--- config.mk ---
export PLATFORM = sky130hd
export DESIGN_NAME = transpose_drain_ctrl_flat
export DESIGN_NICKNAME = d
export VERILOG_FILES = /design/src/rtl/transpose_drain_if.sv /design/src/rtl/transpose_drain_ctrl.sv /design/src/flat_wrapper.sv
export SDC_FILE = /design/constraint.sdc
export NUM_CORES = 1
export LEC_CHECK = 0
export CAP_MARGIN = 20
export CORE_MARGIN = 3
export CORE_UTILIZATION = 31
export CTS_CLUSTER_DIAMETER = 30
export DETAILED_ROUTE_END_ITERATION = 7
export PLACE_DENSITY = 0.74
export SYNTH_ARGS = -nofsm -noshare
export SYNTH_HDL_FRONTEND = slang
export SYNTH_SLANG_ARGS = --single-unit
--- constraint.sdc ---
create_clock -name clk -period 1.5 [get_ports clk]
set_input_delay 0.375 -clock clk [delete_from_list [all_inputs] [get_ports clk]]
set_output_delay 0.375 -clock clk [all_outputs]
set_load 0.01 [all_outputs]
--- src/rtl/transpose_drain_if.sv ---
// Read-side bundle of the transpose buffer: bank status and downstream handshake in,
// bank read port, row metadata and bank release out.
interface transpose_drain_if #(
    parameter int unsigned NUM_PE         = 8,
    parameter int unsigned ADDR_WIDTH     = $clog2(NUM_PE),
    parameter int unsigned SHIFT_AMT_BITS = 9
);
    logic [1:0]                      bank_full;
    logic                            out_ready;
    logic                            ren;
    logic [NUM_PE-1:0][ADDR_WIDTH:0] read_addr;
    logic                            out_val;
    logic                            out_last;
    logic [SHIFT_AMT_BITS-1:0]       out_shift_amt;
    logic                            bank_release;
    logic                            bank_release_sel;

    modport master (
        input  bank_full,
        input  out_ready,
        output ren,
        output read_addr,
        output out_val,
        output out_last,
        output out_shift_amt,
        output bank_release,
        output bank_release_sel
    );

    modport slave (
        output bank_full,
        output out_ready,
        input  ren,
        input  read_addr,
        input  out_val,
        input  out_last,
        input  out_shift_amt,
        input  bank_release,
        input  bank_release_sel
    );
endinterface

--- src/rtl/transpose_drain_ctrl.sv ---
// Drains a filled ping-pong transpose bank row by row with per-PE skewed addresses,
// a registered un-rotate amount, valid/ready backpressure and a bank release pulse.
module transpose_drain_ctrl #(
    parameter int unsigned DATA_WIDTH     = 64,
    parameter int unsigned NUM_PE         = 8,
    parameter int unsigned ADDR_WIDTH     = $clog2(NUM_PE),
    parameter int unsigned SHIFT_AMT_BITS = 9
) (
    input  logic              clk,
    input  logic              rst,
    transpose_drain_if.master bus
);
    localparam logic [ADDR_WIDTH-1:0] LAST_ROW = ADDR_WIDTH'(NUM_PE - 1);

    typedef enum logic {
        IDLE  = 1'b0,
        DRAIN = 1'b1
    } state_e;

    state_e                          state_q, state_d;
    logic                            rd_bank_q, rd_bank_d;
    logic [ADDR_WIDTH-1:0]           row_q, row_d;
    logic                            out_val_q, out_val_d;
    logic                            out_last_q, out_last_d;
    logic [SHIFT_AMT_BITS-1:0]       shift_q, shift_d;
    logic                            release_q, release_d;
    logic                            release_sel_q, release_sel_d;

    logic                            issue_c;
    logic                            last_issue_c;
    logic [NUM_PE-1:0][ADDR_WIDTH:0] read_addr_c;

    // A row may be read whenever the output stage is empty or being emptied this cycle.
    assign issue_c      = (state_q == DRAIN) && (!out_val_q || bus.out_ready);
    assign last_issue_c = issue_c && (row_q == LAST_ROW);

    // PE i holds row r of the matrix at bank row (r - i), so the read is skewed per PE.
    for (genvar g = 0; g < NUM_PE; g++) begin : g_addr
        assign read_addr_c[g] = {rd_bank_q, row_q - ADDR_WIDTH'(g)};
    end

    always_ff @(posedge clk) begin
        if (rst) begin
            state_q <= IDLE;
        end else begin
            state_q <= state_d;
        end
    end

    always_ff @(posedge clk) begin
        if (rst) begin
            rd_bank_q     <= 1'b0;
            row_q         <= '0;
            out_val_q     <= 1'b0;
            out_last_q    <= 1'b0;
            shift_q       <= '0;
            release_q     <= 1'b0;
            release_sel_q <= 1'b0;
        end else begin
            rd_bank_q     <= rd_bank_d;
            row_q         <= row_d;
            out_val_q     <= out_val_d;
            out_last_q    <= out_last_d;
            shift_q       <= shift_d;
            release_q     <= release_d;
            release_sel_q <= release_sel_d;
        end
    end

    // Bank fullness is only consulted when idle or on the final row of a bank.
    always_comb begin
        state_d   = state_q;
        rd_bank_d = rd_bank_q;
        row_d     = row_q;
        case (state_q)
            IDLE: begin
                if (bus.bank_full[rd_bank_q]) begin
                    state_d = DRAIN;
                end
            end
            DRAIN: begin
                if (last_issue_c) begin
                    row_d     = '0;
                    rd_bank_d = ~rd_bank_q;
                    state_d   = bus.bank_full[~rd_bank_q] ? DRAIN : IDLE;
                end else if (issue_c) begin
                    row_d = row_q + ADDR_WIDTH'(1);
                end
            end
            default: begin
                state_d = IDLE;
            end
        endcase
    end

    always_comb begin
        out_val_d     = out_val_q;
        out_last_d    = out_last_q;
        shift_d       = shift_q;
        release_d     = 1'b0;
        release_sel_d = release_sel_q;
        if (issue_c) begin
            out_val_d  = 1'b1;
            out_last_d = (row_q == LAST_ROW);
            shift_d    = SHIFT_AMT_BITS'(32'(row_q) * DATA_WIDTH);
        end else if (bus.out_ready) begin
            out_val_d = 1'b0;
        end
        // Read data is already captured by the bank, so the bank can go back early.
        if (last_issue_c) begin
            release_d     = 1'b1;
            release_sel_d = rd_bank_q;
        end
    end

    assign bus.ren              = issue_c;
    assign bus.read_addr        = read_addr_c;
    assign bus.out_val          = out_val_q;
    assign bus.out_last         = out_last_q;
    assign bus.out_shift_amt    = shift_q;
    assign bus.bank_release     = release_q;
    assign bus.bank_release_sel = release_sel_q;
endmodule

--- src/flat_wrapper.sv ---
// flat-port wrapper written by rule: the top's interface ports become plain ports
module transpose_drain_ctrl_flat 
#(
    parameter int unsigned DATA_WIDTH     = 64,
    parameter int unsigned NUM_PE         = 8,
    parameter int unsigned ADDR_WIDTH     = $clog2(NUM_PE),
    parameter int unsigned SHIFT_AMT_BITS = 9
)
  (clk, rst, bus_bank_full, bus_out_ready, bus_ren, bus_read_addr, bus_out_val, bus_out_last, bus_out_shift_amt, bus_bank_release, bus_bank_release_sel);
  transpose_drain_if #(.NUM_PE(NUM_PE), .ADDR_WIDTH(ADDR_WIDTH), .SHIFT_AMT_BITS(SHIFT_AMT_BITS)) bus_i ();
  input  logic clk;
  input  logic rst;
  input wire logic [$bits(bus_i.bank_full)-1:0] bus_bank_full;
  input wire logic [$bits(bus_i.out_ready)-1:0] bus_out_ready;
  output wire logic [$bits(bus_i.ren)-1:0] bus_ren;
  output wire logic [$bits(bus_i.read_addr)-1:0] bus_read_addr;
  output wire logic [$bits(bus_i.out_val)-1:0] bus_out_val;
  output wire logic [$bits(bus_i.out_last)-1:0] bus_out_last;
  output wire logic [$bits(bus_i.out_shift_amt)-1:0] bus_out_shift_amt;
  output wire logic [$bits(bus_i.bank_release)-1:0] bus_bank_release;
  output wire logic [$bits(bus_i.bank_release_sel)-1:0] bus_bank_release_sel;
  assign bus_i.bank_full = bus_bank_full;
  assign bus_i.out_ready = bus_out_ready;
  assign bus_ren = bus_i.ren;
  assign bus_read_addr = bus_i.read_addr;
  assign bus_out_val = bus_i.out_val;
  assign bus_out_last = bus_i.out_last;
  assign bus_out_shift_amt = bus_i.out_shift_amt;
  assign bus_bank_release = bus_i.bank_release;
  assign bus_bank_release_sel = bus_i.bank_release_sel;
  transpose_drain_ctrl #(.DATA_WIDTH(DATA_WIDTH), .NUM_PE(NUM_PE), .ADDR_WIDTH(ADDR_WIDTH), .SHIFT_AMT_BITS(SHIFT_AMT_BITS)) u_core (.clk(clk), .rst(rst), .bus(bus_i));
endmodule
==> flow_metrics.py, run 1 <==
metrics = {
    "outcome": {
        "outcome": "finished with violations",
        "violations": "negative setup slack",
    },
    "power": {
        "peakVddDrop_mv": 0.478,
        "powerDensity_mw_per_mm2": 678,
        "leakage_nw": 0.637,
    },
    "logic_synthesis": {
        "synth_top_area_cell": "dfxtp_1",
        "synth_area_um2": 753,
        "yosys-top-cells-area": "dfxtp_1, buf_4, a21oi_1",
        "syn_avg_cell_area_um2": 8.01,
        "synth_top_area_share": 0.319,
        "yosys_warnings": 0,
        "yosysUniqueCellTypes": 23,
        "synth-seq-cells": 12,
        "yosysSeqAreaShare": 0.319,
        "synthCells": 94,
    },
    "clock_network": {
        "cts_tree": "built",
        "clock-sinks": 12,
        "cts_inserted_buffers": 3,
        "clkTransAtPathRegs_ps": 80,
        "worstSkewPairLatency_ps": 270,
        "ctsHoldBuffers": 0,
        "cts_buffer_depth": 2,
        "cts-root-buf": "clkbuf_4",
        "cts.htree.levels": 1,
    },
    "grt": {
        "antenna_found_initial": 0,
        "grt_pass1_wl_um": 3410,
        "grt_util_met2": 0.233,
        "grt_start_max_net_pins": 16,
        "track_usage": 0.133,
        "grt_overflow": 0,
        "grt_pass1_vias": 759,
        "busiest_layer": "met2",
        "met3_usage": 0.0561,
        "gr-usage-met1": 0.139,
    },
    "timing": {
        "period_share": 1.08,
        "final_hold_viol_count": 0,
        "whs_ps": 482,
        "layout_setup_ws_ps": -113,
        "grt_setup_unrepaired": "yes",
        "setup_violations": 17,
        "finalMaxSlewViolations": 0,
        "finalClockSkew_ps": 2.96,
        "fin_crit_ps": 1610,
        "fmax_mhz": 620,
    },
    "floorplanning": {
        "io_pins": 51,
        "initial_core_util": 0.334,
        "die_x_um": 55.3,
        "fp.dieArea_mm2": 0.00306,
        "die_h_um": 55.3,
        "core-area_mm2": 0.00225,
        "num_rows": 17,
    },
    "worst_hold_path": {
        "hold_depth": 2,
        "holdCritStartpoint": "u_core.bus.out_last",
        "hp-class": "flip-flop to flip-flop",
        "holdPathEnd": "u_core.bus.out_last",
    },
    "drt": {
        "ant_nets": 0,
        "dr.first_iter.drc_count": 5,
        "wl_per_cell_um": 11.8,
        "num_vias": 769,
        "first_pass_iters": 3,
        "drc": 0,
        "routed_wl_um": 2000,
        "via_per_inst": 4.55,
    },
    "place": {
        "dpl_worst_slack_ps": -406,
        "place_congestion": 0.730,
        "dpl.hpwl_um": 1530,
        "dp.cells": 159,
        "port_buffers": 44,
    },
    "critical_path": {
        "r2r_slack_ps": -110,
        "end_kind": "output port",
        "crit_required_ps": 1120,
        "crit_type": "flip-flop to output port",
        "cp_slowest_cell": "dfxtp_4",
        "r2r-start": "u_core.row_q[1]",
        "reg2reg_depth": 7,
        "slowest_delay_ps": 370,
        "path_buf_inv": 4,
        "crit_family": "flip-flops",
        "start_kind": "flip-flop",
        "r2r-end": "u_core.row_q[1]",
        "crit_chain": "buf_6 > inv_4 > ha_4 > inv_4 > buf_6",
        "arrival_ps": 1240,
        "cp_max_fo": 3,
    },
    "layout": {
        "num_antenna_cells": 0,
        "final_cell_mix": "buf_6, dlygate4sd2_1, buf_4, o21ai_0, buf_2",
        "syn2layout_area_growth_pct": 72.6,
        "fin_util": 0.577,
        "final_cells": 169,
        "drive_gt1_frac": 0.489,
        "final_common_cell": "buf_6",
        "nets": 150,
    },
    "run": {
        "drv_cap": 0,
    },
}
[cell families (layout without fill, tap and decap cells)]
| kind of cell | Yosys count | in the layout | share of synthesized area |
|---|---|---|---|
| buffers and inverters | 37 | 79 | 0.329 |
| AO/OA/AOI/OAI | 22 | 22 | 0.151 |
| AND/OR/NAND/NOR | 17 | 17 | 0.123 |
| flip-flops | 12 | 12 | 0.319 |
| adder cells (fa/ha/maj) | 3 | 3 | 0.0498 |
| XOR/XNOR | 2 | 2 | 0.0233 |
| other | 1 | 6 | 0.00498 |
[how the worst max path moves through the flow]
stage | startpoint | end | slack, ps | cells after the start
global route | u_core.row_q[0] | u_core.row_q[2] | -170 | 6
detailed placement | bus_out_ready | bus_ren | -410 | 4
finish | u_core.row_q[1] | bus_read_addr[21] | -110 | 5
floorplan | u_core.row_q[0] | u_core.row_q[1] | -9 | 5
global placement | bus_out_ready | bus_ren | -380 | 4
CTS | u_core.row_q[0] | bus_read_addr[8] | -160 | 4
[metal layers]
metal	share of wire	up-vias	wire length, µm
met2	0.53	37	1060
met5	0	-	0
met1	0.37	349	738
met4	0.016	0	31
met3	0.087	5	173
li1	-	378	-
[through the flow]
stage	TNS [ps]	area, µm²	power [mW]
after floorplan	-8.98	817	0.493
after global placement	-2280	1200	0.598
after detailed placement	-2800	1200	0.606
after CTS	-1690	1200	0.846
after global routing	-2300	1300	0.925
final	-1460	1300	0.882
[cell usage after synthesis]
cell       n
nand4_1    1
nor3_1     2
nor2b_1    1
buf_2      1
buf_6      2
inv_1      8
o21ai_0   10
a21oi_1   10
nand2b_1   1
dfxtp_1   12
inv_4      1
conb_1     1
ha_1       3
or3_1      1
nand3_1    4
nor2_1     3
nand2_1    1
clkbuf_1   1
xnor2_1    2
o211ai_1   1
buf_4     24
o22ai_1    1
or4_1      3
[sequential cells by signal, summed over array words and instances, names as in the netlist]
name and flops:
u_core.state_q 1, u_core.bus.out_val 1, u_core.bus.bank_release_sel 1, u_core.bus.bank_release 1, u_core.bus.out_shift_amt 3, u_core.rd_bank_q 1
u_core.row_q 3, u_core.bus.out_last 1
[what timing repair did]
item | 4_1_cts | 5_1_grt
endpoints found under the setup margin | 42 | 18
setup buffers | 4 | 2
gates resized for setup | 119 | 32
pin swaps | 4 | 3
[power breakdown]
part	total, mW	internal, mW	leakage [nW]	switching, mW
registers	0.334	0.325	0.100	0.00928
clock network	0.256	0.148	0.0210	0.109
logic	0.291	0.160	0.516	0.131
total	0.882	0.633	0.637	0.249
[layout make-up]
type / count / area (µm²)
clock buffer: 4 / 36.3
fill: 226 / 955
inverter: 9 / 46.3
multi-input combinational: 50 / 352
sequential: 12 / 253
tap: 28 / 35.0
timing repair buffer: 66 / 578
[worst register-to-register path, delay by kind of cell, from the launching register on]
| kind | cells | cell delay, ps |
|---|---|---|
| flip-flops | 1 | 370 |
| adder cells (fa/ha/maj) | 1 | 290 |
| AO/OA/AOI/OAI | 1 | 120 |
| buffers and inverters | 4 | 290 |
| AND/OR/NAND/NOR | 1 | 470 |
Note: power is estimated with default switching activity, not from simulation.
==> inputs of run 2 (changes only) <==
Settings changed: CELL_PAD_IN_SITES_DETAIL_PLACEMENT set to 1, CELL_PAD_IN_SITES_GLOBAL_PLACEMENT set to 1, CORE_UTILIZATION 31 to 21, PLACE_DENSITY 0.74 to unset, PLACE_DENSITY_LB_ADDON set to 0.1, SLEW_MARGIN set to 10.
==> run 2 against run 1 <==
Compared with the run above: the flow still finishes with violations (negative setup slack); sequential power hardly changed; register-to-register slack improved by 20 ps; combinational power is 11% lower; fmax grew 1.3%; global-route usage shrank 3.5 points; count of clock-buffer cells in the layout decreased by 1; utilization decreased by 21 points; sequential share of layout area grew 0.76 points; critical path depth decreased by 1; via count is 4.2% lower; largest power group unchanged.
==> flow_metrics.py, run 2 (synthesized netlist as in run 1, its figures left out) <==
metrics = {
    "clock_network": {
        "worstSkewPairLatency_ps": 260,
        "cts.htree.levels": 1,
        "clock-sinks": 12,
        "cts_inserted_buffers": 3,
        "cts-root-buf": "clkbuf_4",
        "cts_buffer_depth": 2,
        "clkTransAtPathRegs_ps": 70,
        "cts_tree": "built",
    },
    "grt": {
        "track_usage": 0.0976,
        "grt_pass1_wl_um": 3350,
        "antenna_found_initial": 0,
        "grt_start_max_net_pins": 16,
        "grt_pass1_vias": 749,
        "grt_overflow": 0,
    },
    "floorplanning": {
        "num_rows": 21,
        "fp.dieArea_mm2": 0.00434,
        "core-area_mm2": 0.00339,
        "die_h_um": 65.9,
        "initial_core_util": 0.222,
        "io_pins": 51,
        "die_x_um": 65.9,
    },
    "critical_path": {
        "end_kind": "output port",
        "crit_required_ps": 1120,
        "crit_type": "flip-flop to output port",
        "start_kind": "flip-flop",
        "r2r-end": "u_core.row_q[2]",
        "arrival_ps": 1220,
        "reg2reg_depth": 6,
        "cp_max_fo": 4,
        "r2r_slack_ps": -90,
        "r2r-start": "u_core.row_q[1]",
    },
    "timing": {
        "finalClockSkew_ps": 3.08,
        "period_share": 1.06,
        "final_hold_viol_count": 0,
        "fmax_mhz": 628,
        "setup_violations": 7,
        "layout_setup_ws_ps": -92.1,
        "fin_crit_ps": 1590,
        "grt_setup_unrepaired": "yes",
        "finalMaxSlewViolations": 0,
    },
    "layout": {
        "syn2layout_area_growth_pct": 66.1,
        "design_area_mm2": 0.00125,
        "nFillCells": 404,
        "final_cells": 181,
        "final_cell_mix": "dlygate4sd2_1, buf_4, o21ai_0, a21oi_1, buf_6",
        "seq_area_um2": 253,
        "multi_input_area_um2": 344,
        "nets": 145,
        "final_common_cell": "dlygate4sd2_1",
        "num_antenna_cells": 0,
        "drive_gt1_frac": 0.356,
    },
    "drt": {
        "dr.first_iter.drc_count": 37,
        "routed_wl_um": 2070,
        "wl_per_cell_um": 11.4,
        "via_per_inst": 4.07,
        "ant_nets": 0,
        "first_pass_iters": 2,
        "drc": 0,
        "num_vias": 737,
    },
    "power": {
        "powerDensity_mw_per_mm2": 632,
        "total_power_uw": 791,
        "peakVddDrop_mv": 0.282,
        "leakage_nw": 0.612,
    },
    "run": {
        "drv_cap": 0,
    },
    "place": {
        "placed_cell_area_mm2": 0.00122,
        "place_congestion": 0.651,
        "dpl.hpwl_um": 1630,
        "port_buffers": 44,
        "dp.cells": 177,
    },
    "worst_hold_path": {
        "hp-class": "flip-flop to flip-flop",
        "holdCritStartpoint": "u_core.bus.out_shift_amt[7]",
        "holdPathEnd": "u_core.bus.out_shift_amt[7]",
        "hold_depth": 2,
    },
    "outcome": {
        "outcome": "finished with violations",
        "violations": "negative setup slack",
    },
}
==> run 2: how the worst max path moves through the flow <==
| stage | from | to | slack (ps) | depth (start not counted) |
|---|---|---|---|---|
| after floorplan | u_core.row_q[0] | u_core.row_q[1] | -9 | 5 |
| after global placement | bus_out_ready | bus_ren | -410 | 4 |
| after detailed placement | bus_out_ready | bus_ren | -430 | 4 |
| after CTS | u_core.row_q[0] | bus_read_addr[6] | -180 | 5 |
| after global routing | u_core.row_q[1] | bus_read_addr[14] | -150 | 4 |
| final | u_core.row_q[1] | bus_read_addr[14] | -90 | 4 |
==> run 2: per-layer routing <==
layer / vias to the layer above / GRT usage / routed length [µm]
li1: 367 / - / -
met4: 0 / 0.0389 / 17
met5: - / 0 / 0
met2: 30 / 0.179 / 1050
met3: 2 / 0.0255 / 166
met1: 338 / 0.105 / 832
==> run 2: critical path, cell delays in order (launching register included) <==
cell and delay [ps]:
dfxtp_4 370, ha_4 160, ha_4 280, inv_4 40
buf_6 110
==> run 2: what timing repair did <==
item                       CTS  global route
buffers inserted             1             1
setup endpoints to repair   42            18
pin swaps                    3             1
gates resized for setup     88            14
hold endpoints to repair     0             0
hold buffers                 0             0
==> run 2: final cells by class <==
class | instances | share of cell area
Clock buffer | 3 | 0.0180
Tap cell | 46 | 0.0460
Multi-Input combinational cell | 50 | 0.275
Timing Repair Buffer | 61 | 0.422
Sequential cell | 12 | 0.202
Inverter | 9 | 0.0370
==> run 2: where the power goes <==
part	switching [mW]	internal (mW)	leakage [nW]
Clock	0.101	0.0926	0.0138
Sequential	0.0116	0.325	0.100
Combinational	0.120	0.140	0.498
==> run 2: stage by stage <==
| step | util | TNS, ps | hold slack [ps] | worst slack [ps] |
|---|---|---|---|---|
| after floorplan | - | -8.98 | 444 | -8.98 |
| after global placement | 0.361 | -2370 | 467 | -409 |
| after detailed placement | 0.361 | -2540 | 477 | -427 |
| after CTS | 0.365 | -629 | 490 | -185 |
| after global routing | 0.369 | -994 | 522 | -149 |
| final | 0.369 | -335 | 481 | -92.1 |
==> inputs of run 3 (changes only) <==
Settings changed: TNS_END_PERCENT set to 30.
==> run 3 against run 2 <==
Compared with the run above: the run still ends with negative setup slack left; clock skew unchanged; worst hold slack unchanged; routed wire length decreased by 0.44%; largest power group unchanged; critical endpoint unchanged; clock power about the same; flip-flop and latch count unchanged; via count decreased by 0.81%; highest routed layer unchanged.
==> flow_metrics.py, run 3 (synthesized netlist as in run 1, its figures left out) <==
metrics = {
    "layout": {
        "nets": 144,
        "final_cells": 180,
        "syn2layout_area_growth_pct": 63.0,
        "final_common_cell": "dlygate4sd2_1",
        "design_area_mm2": 0.00123,
        "num_antenna_cells": 0,
        "final_cell_mix": "dlygate4sd2_1, buf_4, o21ai_0, a21oi_1, dfxtp_1",
        "drive_gt1_frac": 0.351,
    },
    "timing": {
        "grt_setup_unrepaired": "yes",
        "period_share": 1.06,
        "fin_crit_ps": 1590,
        "fmax_mhz": 628,
        "fin_tns_setup_ps": -257,
        "final_hold_viol_count": 0,
        "finalMaxSlewViolations": 0,
        "layout_setup_ws_ps": -92.1,
        "setup_violations": 5,
        "whs_ps": 481,
        "finalClockSkew_ps": 3.08,
    },
    "grt": {
        "grt_start_max_net_pins": 16,
        "grt_pass1_wl_um": 3350,
        "antenna_found_initial": 0,
        "track_usage": 0.0976,
        "grt_pass1_vias": 748,
        "grt_overflow": 0,
    },
    "floorplanning": {
        "initial_core_util": 0.222,
        "fp.dieArea_mm2": 0.00434,
        "die_h_um": 65.9,
        "die_x_um": 65.9,
        "num_rows": 21,
        "core-area_mm2": 0.00339,
        "io_pins": 51,
    },
    "critical_path": {
        "crit_family": "adder cells",
        "crit_type": "flip-flop to output port",
        "crit_chain": "ha_4 > ha_4 > inv_4 > buf_6",
        "cpMostUsedCell": "ha_4",
        "end_kind": "output port",
        "start_kind": "flip-flop",
        "cp_slowest_cell": "dfxtp_4",
        "path_buf_inv": 2,
        "cp_max_fo": 4,
        "slowest_delay_ps": 370,
        "crit_required_ps": 1120,
        "arrival_ps": 1220,
    },
    "clock_network": {
        "cts_buffer_depth": 2,
        "worstSkewPairLatency_ps": 260,
        "cts-root-buf": "clkbuf_4",
        "cts_inserted_buffers": 3,
        "cts_tree": "built",
        "clkTransAtPathRegs_ps": 70,
        "ctsHoldBuffers": 0,
        "clock-sinks": 12,
        "cts.htree.levels": 1,
    },
    "drt": {
        "wl_per_cell_um": 11.4,
        "routed_wl_um": 2060,
        "via_per_inst": 4.06,
        "dr.first_iter.drc_count": 36,
        "ant_nets": 0,
        "first_pass_iters": 2,
        "num_vias": 731,
        "drc": 0,
    },
    "power": {
        "leakage_nw": 0.604,
        "powerDensity_mw_per_mm2": 629,
        "peakVddDrop_mv": 0.282,
    },
    "place": {
        "dp.cells": 177,
        "port_buffers": 44,
        "placed_cell_area_mm2": 0.00122,
        "place_congestion": 0.651,
        "dpl.hpwl_um": 1630,
    },
    "run": {
        "drv_cap": 0,
    },
    "outcome": {
        "outcome": "finished with violations",
        "violations": "negative setup slack",
    },
    "worst_hold_path": {
        "hp-class": "flip-flop to flip-flop",
    },
}
## run 3: changes by cell type in the layout (fill, tap and decap cells not counted)
| cell | change |
|---|---|
| buf_2 | +2 |
| buf_6 | -3 |
## run 3: path summary, 6_finish.rpt
check	slack (ps)	start	to	cells past startpoint
worst max-delay path	-90	u_core.row_q[1]	bus_read_addr[14]	4
worst max register to register	-90	u_core.row_q[1]	u_core.row_q[2]	6
worst min register to register	480	u_core.bus.out_shift_amt[7]	u_core.bus.out_shift_amt[7]	2
worst min-delay path	480	u_core.bus.out_shift_amt[7]	u_core.bus.out_shift_amt[7]	2
## run 3: layer usage
metal,wire length [µm],global-route usage,share of wire,vias up
met5,0,0,0,-
met4,17,0.0389,0.0083,0
met3,178,0.0272,0.086,2
met2,1040,0.178,0.50,30
met1,824,0.105,0.40,335
li1,-,-,-,364
## run 3: worst register-to-register path: cells and delay by family, from the launching register on
kind | cells | cell delay, ps
and+or+nand+nor | 1 | 470
DFF | 1 | 370
buffers and inverters | 2 | 140
AOI/OAI and AO/OA | 1 | 110
adders and majority gates | 2 | 440
## run 3: where the power goes
group | switching, mW | internal (mW)
sequential | 0.0116 | 0.325
combinational | 0.117 | 0.125
clock | 0.101 | 0.0926
## run 3: metrics by stage
step                      power, mW   util  setup slack [ps]
after global placement        0.606  0.361              -409
after global routing          0.828  0.362              -149
final                         0.773  0.362             -92.1
after floorplan               0.493      -             -8.98
after detailed placement      0.611  0.361              -427
after CTS                     0.785  0.357              -185
## run 3: timing repair
action	CTS	global route
endpoints found under the setup margin	42	18
hold endpoints to repair	0	0
setup buffers	0	1
resized for setup	85	14
pin swaps	3	1
## run 3: layout make-up
| cell class | count | area, µm² |
|---|---|---|
| timing repair buffer | 60 | 504 |
| clock buffer | 3 | 22.5 |
| tap | 46 | 57.6 |
| inverter | 9 | 46.3 |
| multi-input combinational | 50 | 344 |
| fill | 405 | 2160 |
| sequential | 12 | 253 |
